`config.mk`:
```
export PLATFORM = sky130hd
export DESIGN_NAME = lu_scheduler
export DESIGN_NICKNAME = d
export VERILOG_FILES = /design/src/rtl/lu_sched_pkg.sv /design/src/rtl/lu_core.sv /design/src/rtl/lu_scheduler.sv
export SDC_FILE = /design/constraint.sdc
export NUM_CORES = 1
export LEC_CHECK = 0
export ABC_CLOCK_PERIOD_IN_PS = 1900
export BUFFER_PORTS_ARGS = -buffer_cell sky130_fd_sc_hd__clkbuf_2
export CAP_MARGIN = 20
export CORE_MARGIN = 2
export CORE_UTILIZATION = 25
export DETAILED_ROUTE_END_ITERATION = 10
export GPL_ROUTABILITY_DRIVEN = 0
export HOLD_SLACK_MARGIN = 0.08
export SLEW_MARGIN = 20
export SYNTH_ARGS = -nofsm -noshare
export SYNTH_HDL_FRONTEND = slang
export SYNTH_HIERARCHICAL = 1
export SYNTH_SLANG_ARGS = --single-unit
```
`constraint.sdc`:
```
create_clock -name clk -period 1.9 [get_ports clk]
set_input_delay 0.57 -clock clk [delete_from_list [all_inputs] [get_ports clk]]
set_output_delay 0.57 -clock clk [all_outputs]
set_load 0.01 [all_outputs]
```
`src/rtl/lu_sched_pkg.sv`:
```
// Shared encodings for the logic-unit scheduler: op select codes and FSM states.
package lu_sched_pkg;

  typedef enum logic [1:0] {
    ST_IDLE = 2'd0,
    ST_EXEC = 2'd1,
    ST_DONE = 2'd2
  } state_t;

  localparam logic [1:0] OP_OR   = 2'b00;
  localparam logic [1:0] OP_XOR  = 2'b01;
  localparam logic [1:0] OP_NOR  = 2'b10;
  localparam logic [1:0] OP_XNOR = 2'b11;

endpackage

```
`src/rtl/lu_core.sv`:
```
// Combinational bitwise logic unit shared by both requesters.
module lu_core
  import lu_sched_pkg::*;
#(
  parameter int WIDTH = 4
) (
  input  logic [WIDTH-1:0] x,
  input  logic [WIDTH-1:0] y,
  input  logic [1:0]       op,
  output logic [WIDTH-1:0] s
);

  always_comb begin
    s = x | y;
    case (op)
      OP_OR:   s = x | y;
      OP_XOR:  s = x ^ y;
      OP_NOR:  s = ~(x | y);
      OP_XNOR: s = ~(x ^ y);
      default: s = x | y;
    endcase
  end

endmodule

```
`src/rtl/lu_scheduler.sv`:
```
// Round-robin scheduler granting two requesters turns on one logic unit (IDLE/EXEC/DONE).
// Optional completed-operation counter port done_cnt is built when LU_SCHED_COUNT_EN is defined.
module lu_scheduler
  import lu_sched_pkg::*;
#(
  parameter int WIDTH = 4
) (
  input  logic             clk,
  input  logic             rst_n,
  input  logic             req0,
  input  logic [WIDTH-1:0] a0,
  input  logic [WIDTH-1:0] b0,
  input  logic [1:0]       op0,
  input  logic             req1,
  input  logic [WIDTH-1:0] a1,
  input  logic [WIDTH-1:0] b1,
  input  logic [1:0]       op1,
  output logic             gnt0,
  output logic             gnt1,
  output logic [WIDTH-1:0] result,
  output logic             busy
`ifdef LU_SCHED_COUNT_EN
  ,
  output logic [7:0]       done_cnt
`endif
);

  state_t           r_state;
  state_t           w_next;
  logic             r_last;
  logic             r_sel;
  logic [WIDTH-1:0] r_x;
  logic [WIDTH-1:0] r_y;
  logic [1:0]       r_op;
  logic [WIDTH-1:0] r_result;
  logic [WIDTH-1:0] w_s;
  logic             w_start;
  logic             w_pick1;

  // r_last = 1 means requester 1 was served last, so requester 0 wins a tie.
  assign w_start = (r_state == ST_IDLE) && (req0 || req1);
  assign w_pick1 = req1 && (!req0 || !r_last);

  always_ff @(posedge clk or negedge rst_n) begin
    if (!rst_n) r_state <= ST_IDLE;
    else        r_state <= w_next;
  end

  always_comb begin
    w_next = r_state;
    case (r_state)
      ST_IDLE: if (req0 || req1) w_next = ST_EXEC;
      ST_EXEC: w_next = ST_DONE;
      ST_DONE: w_next = ST_IDLE;
      default: w_next = ST_IDLE;
    endcase
  end

  always_comb begin
    busy = (r_state != ST_IDLE);
    gnt0 = (r_state == ST_DONE) && !r_sel;
    gnt1 = (r_state == ST_DONE) && r_sel;
  end

  always_ff @(posedge clk or negedge rst_n) begin
    if (!rst_n) begin
      r_last   <= 1'b1;
      r_sel    <= 1'b0;
      r_result <= '0;
    end else begin
      if (w_start)               r_sel    <= w_pick1;
      if (r_state == ST_EXEC)    r_result <= w_s;
      if (r_state == ST_DONE)    r_last   <= r_sel;
    end
  end

  // Operands are pure data: captured once per operation, no reset needed.
  always_ff @(posedge clk) begin
    if (w_start) begin
      r_x  <= w_pick1 ? a1  : a0;
      r_y  <= w_pick1 ? b1  : b0;
      r_op <= w_pick1 ? op1 : op0;
    end
  end

  lu_core #(.WIDTH(WIDTH)) u_core (
    .x  (r_x),
    .y  (r_y),
    .op (r_op),
    .s  (w_s)
  );

  assign result = r_result;

`ifdef LU_SCHED_COUNT_EN
  logic [7:0] r_cnt;

  always_ff @(posedge clk or negedge rst_n) begin
    if (!rst_n)                  r_cnt <= 8'd0;
    else if (r_state == ST_DONE) r_cnt <= r_cnt + 8'd1;
  end

  assign done_cnt = r_cnt;
`endif

endmodule

```
# Word-level counts from Yosys, hierarchy flattened
# Index checks and enable logic that the tools add are counted.
# totals
output_inout_bits	7
ff_bits	18
# classes
n_reduce_logical	12
eq_ne	6
bitwise	4
muxes	6
# ops
op	n
4-bit case mux with 4 select lines	1
4-bit 2-to-1 mux	2
4-bit NOT	2
2-bit == test, second input constant	3
2-bit by 1-bit == test with 1-bit output, second input constant	2
1-bit logical AND	4
2-bit logical NOT	2
2-bit 2-to-1 mux	2
4-bit bitwise OR	1
2-bit case mux with 2 select lines	1
4-bit XOR	1
1-bit logical NOT	3
1-bit logical OR	2
2-bit by 1-bit inequality test with 1-bit output, second input constant	1
2-bit nonzero test	1

# Depth between registers and ports, before layout
# depth
ltp_word	4
ltp_mapped	6
depth_no_buf	6

# By module
# Netlist, hierarchy kept.
# modules_own_cells
module	area_each_um2	n_inst	cells_per_inst
lu_scheduler	753.2	1	47
lu_core	185.2	1	26

# Worst setup path before layout
# Ideal clock, no wire load.
# synth_path
path_type	register to register
start	register r_state[0]
end	register r_op[0] (enable)
path_stages_with_launch	3
setup_slack_ps	306
setup_ps	376
t_arrival_ps	1218
cell_sequence	dfrtp_1 -> or2_2 -> nor2_1
# synth_via
elab_chain_cells	2
# synth_lines
element	line	text
from (decl)	lu_scheduler.sv:28	state_t r_state;
from (signal assigned)	lu_scheduler.sv:46	else r_state <= w_next;
2-bit logical NOT	lu_scheduler.sv:41	assign w_start = (r_state == ST_IDLE) && (req0 || req1);
1-bit logical AND	lu_scheduler.sv:41	
net w_start	lu_scheduler.sv:37	logic w_start;
to (signal assigned)	lu_scheduler.sv:82	r_op <= w_pick1 ? op1 : op0;
to (decl)	lu_scheduler.sv:34	logic [1:0] r_op;
# The timed path passes the listed nets, and every way through them passes these cells.
# A chain may end at the register's enable or synchronous reset.

# Worst setup path after layout
# layout_path
start	register r_state[0]
end	output port busy
# layout_via
elab_chain_cells	1
# layout_lines
element	line	text
2-bit nonzero test	lu_scheduler.sv:60	busy = (r_state != ST_IDLE);
to (decl)	lu_scheduler.sv:21	output logic busy
# Every way passes these cells.

==> results.py <==
metrics = {
    "status": {
        "status": "finished clean",
    },
    "grt": {
        "grt_overflow": 0,
        "grt_antenna_before_repair": 0,
        "grt_max_degree": 11,
        "grt_pass1_vias": 598,
        "top_usage_layer": "met2",
        "grt_pass1_wl_um": 2570,
        "grt_use_met3_pct": 1.37,
        "grt_usage_pct": 7.85,
        "grtUsageMet2_pct": 13.0,
        "use_met1_pct": 9.16,
    },
    "detailed_routing": {
        "initialDrtViolationCount": 1,
        "dr.pass1.iters": 4,
        "ant_nets": 0,
        "wl_um": 1450,
        "vias_per_cell": 4.05,
        "route.detailed.drc": 0,
        "vias": 623,
        "wire_per_inst_um": 9.44,
    },
    "clock_tree": {
        "cts_buffers": 3,
        "insertion_delay_ns": 0.25,
        "htree_levels": 1,
        "cts_resized": 0,
        "postCtsSetupRepairBufs": 0,
        "cts_hold_buf": 0,
        "clock_sinks": 18,
        "root_buffer": "clkbuf_8",
        "cts_buffer_depth": 2,
        "cts_tree": "done",
        "clkTransAtPathRegs_ns": 0.07,
    },
    "cells_and_area": {
        "nets": 135,
        "syn2layout_area_growth_pct": 26.4,
        "fillers": 389,
        "drive_above_1_share_pct": 53.8,
        "antenna_cells": 0,
    },
    "yosys": {
        "synth_top_area_share_pct": 32.0,
        "syn_area_per_cell_um2": 12.9,
        "synth_area_um2": 938,
        "syn_nets": 101,
        "synth-main-ff-cell": "edfxtp_1",
        "synthMostInstantiatedCell": "mux2_2",
        "synth_compound_area_share_pct": 7.07,
        "ys_seq_area_share_pct": 53.5,
        "yosys.area_share.adder_pct": 5.33,
        "synth.largest_area_cell": "edfxtp_1",
        "synth_enable_flop_cells": 10,
        "synth.distinct_cells": 21,
        "yosys-top-cells-count": "mux2_2 (14), edfxtp_1 (10), inv_1 (9)",
        "yosys-mux-area-fraction_pct": 16.8,
        "ys_ff_latch": 18,
        "synth_top_family_by_area": "multiplexers",
        "ys_warn_count": 6,
        "netlist_instances": 73,
        "synth_xor_area_share_pct": 3.73,
        "async_reset_ff_share_pct": 44.4,
        "yosys.area_share.simple_pct": 7.60,
        "yosys-top-cells-area": "edfxtp_1 (32%), dfrtp_1 (19%), mux2_2 (17%)",
    },
    "critical_path": {
        "crit_type": "reg2out",
        "reg2reg_from": "r_state[0]$_DFFE_PN0P_",
        "arrival_ns": 1.13,
        "required_ns": 1.33,
        "r2r_cells": 3,
        "crit_fanout": 6,
        "worstSetupEndpointType": "output pin",
        "worstSetupStartpoint": "r_state[0]$_DFFE_PN0P_",
        "start_kind": "register",
    },
    "sta": {
        "final.setup_skew_ns": 0.00507,
        "setup_viol_count_final": 0,
        "rsz0062_at_grt": "no",
        "hold_viol_final": 0,
        "whs_ns": 0.152,
        "clock.fmax_mhz": 587,
        "fin_crit_sh_pct": 89.6,
        "fin_tns_setup_ns": 0,
        "maxSlewHeadroom_pct": 76.0,
        "slew_violations": 0,
        "tightest_slew_ns": 0.361,
        "fin_crit_ns": 1.70,
    },
    "power": {
        "leakagePower_nw": 0.550,
        "ir_worst_vdd_uv": 383,
        "powerDensity_mw_per_mm2": 1370,
    },
    "place": {
        "place_hpwl_um": 1220,
        "io_buffers": 30,
    },
    "floorplanning": {
        "pin_count": 31,
        "die_area_mm2": 0.00426,
        "start_util_pct": 25.8,
        "row_count": 22,
        "die_y_um": 65.3,
        "die_x_um": 65.3,
        "coreArea_mm2": 0.00363,
    },
    "hold_path": {
        "min_path_type": "in2async",
    },
    "flow_run": {
        "maxCapViolCount": 0,
    },
}
==> cell families (layout without fill, tap and decap cells) <==
group	count (synthesis)	in the layout
AO/OA/AOI/OAI	8	8
XOR/XNOR	4	4
adder cells (fa/ha/maj)	4	4
buffers and inverters	12	45
flip-flops	18	18
multiplexers	14	14
AND/OR/NAND/NOR	13	13
==> cell usage in the layout (no fill, tap or decap), types with 2 or more instances in the layout <==
cell | synthesis | routed
a21oi_2 | 4 | 4
buf_4 | 1 | 2
clkbuf_2 | 0 | 30
clkbuf_8 | 0 | 3
dfrtp_1 | 7 | 7
edfxtp_1 | 10 | 10
ha_1 | 4 | 4
inv_1 | 9 | 9
mux2_2 | 14 | 14
nand2b_1 | 2 | 2
nor2_1 | 6 | 6
nor2_2 | 2 | 2
xnor2_1 | 4 | 4
==> power breakdown <==
group | switching [mW] | internal (mW)
clock network | 0.114 | 0.148
registers | 0.108 | 0.609
logic | 0.293 | 0.348
==> per-stage QoR <==
| step | worst slack [ns] | utilization [%] | cells | instance area [um2] | total power [mW] |
|---|---|---|---|---|---|
| 2_1_floorplan | 0.306 | - | 73 | 938 | 1.20 |
| 3_3_place_gp | 0.273 | 31.4 | 150 | 1140 | 1.36 |
| 3_5_place_dp | 0.266 | 31.4 | 150 | 1140 | 1.39 |
| 4_1_cts | 0.185 | 32.6 | 154 | 1190 | 1.66 |
| 5_1_grt | 0.145 | 32.6 | 154 | 1190 | 1.77 |
| 6_report | 0.198 | 32.6 | 154 | 1190 | 1.62 |
==> routing by layer <==
metal  vias up  part of all wire [%]  wire length (um)
met3         2                   4.9                71
met2        16                    51               742
met1       289                    42               612
met5         -                     0                 0
met4         0                   1.9                27
li1        316                     -                 -
==> layout make-up <==
cell class | count | area [um2] | area share [%]
tap | 48 | 60.1 | 5.06
inverter | 9 | 33.8 | 2.85
clock buffer | 4 | 45.0 | 3.80
multi-input combinational | 43 | 380 | 32.1
sequential | 18 | 502 | 42.3
timing repair buffer | 32 | 165 | 13.9
==> worst paths after layout <==
path                                          to  slack (ns)
max                                         busy        0.20
min                        result[3]$_DFFE_PN0N_        0.15
max reg2reg                    r_op[0]$_DFFE_PP_        0.55
min reg2reg                result[0]$_DFFE_PN0N_        0.50
max in group asynchronous     r_last$_DFFE_PN1N_        1.50
min in group clk           result[0]$_DFFE_PN0N_        0.50
==> flip-flops by register name (all words and copies together), names as in the netlist <==
register and count:
r_sel 1, r_x 4, r_state 2, r_y 4
r_last 1, result 4, r_op 2
==> critical path, stage by stage (launching register included) <==
cell and delay, ns:
dfrtp_1 0.42, or2_2 0.33, clkbuf_2 0.13
No activity file was read; power rests on OpenSTA's default activity.
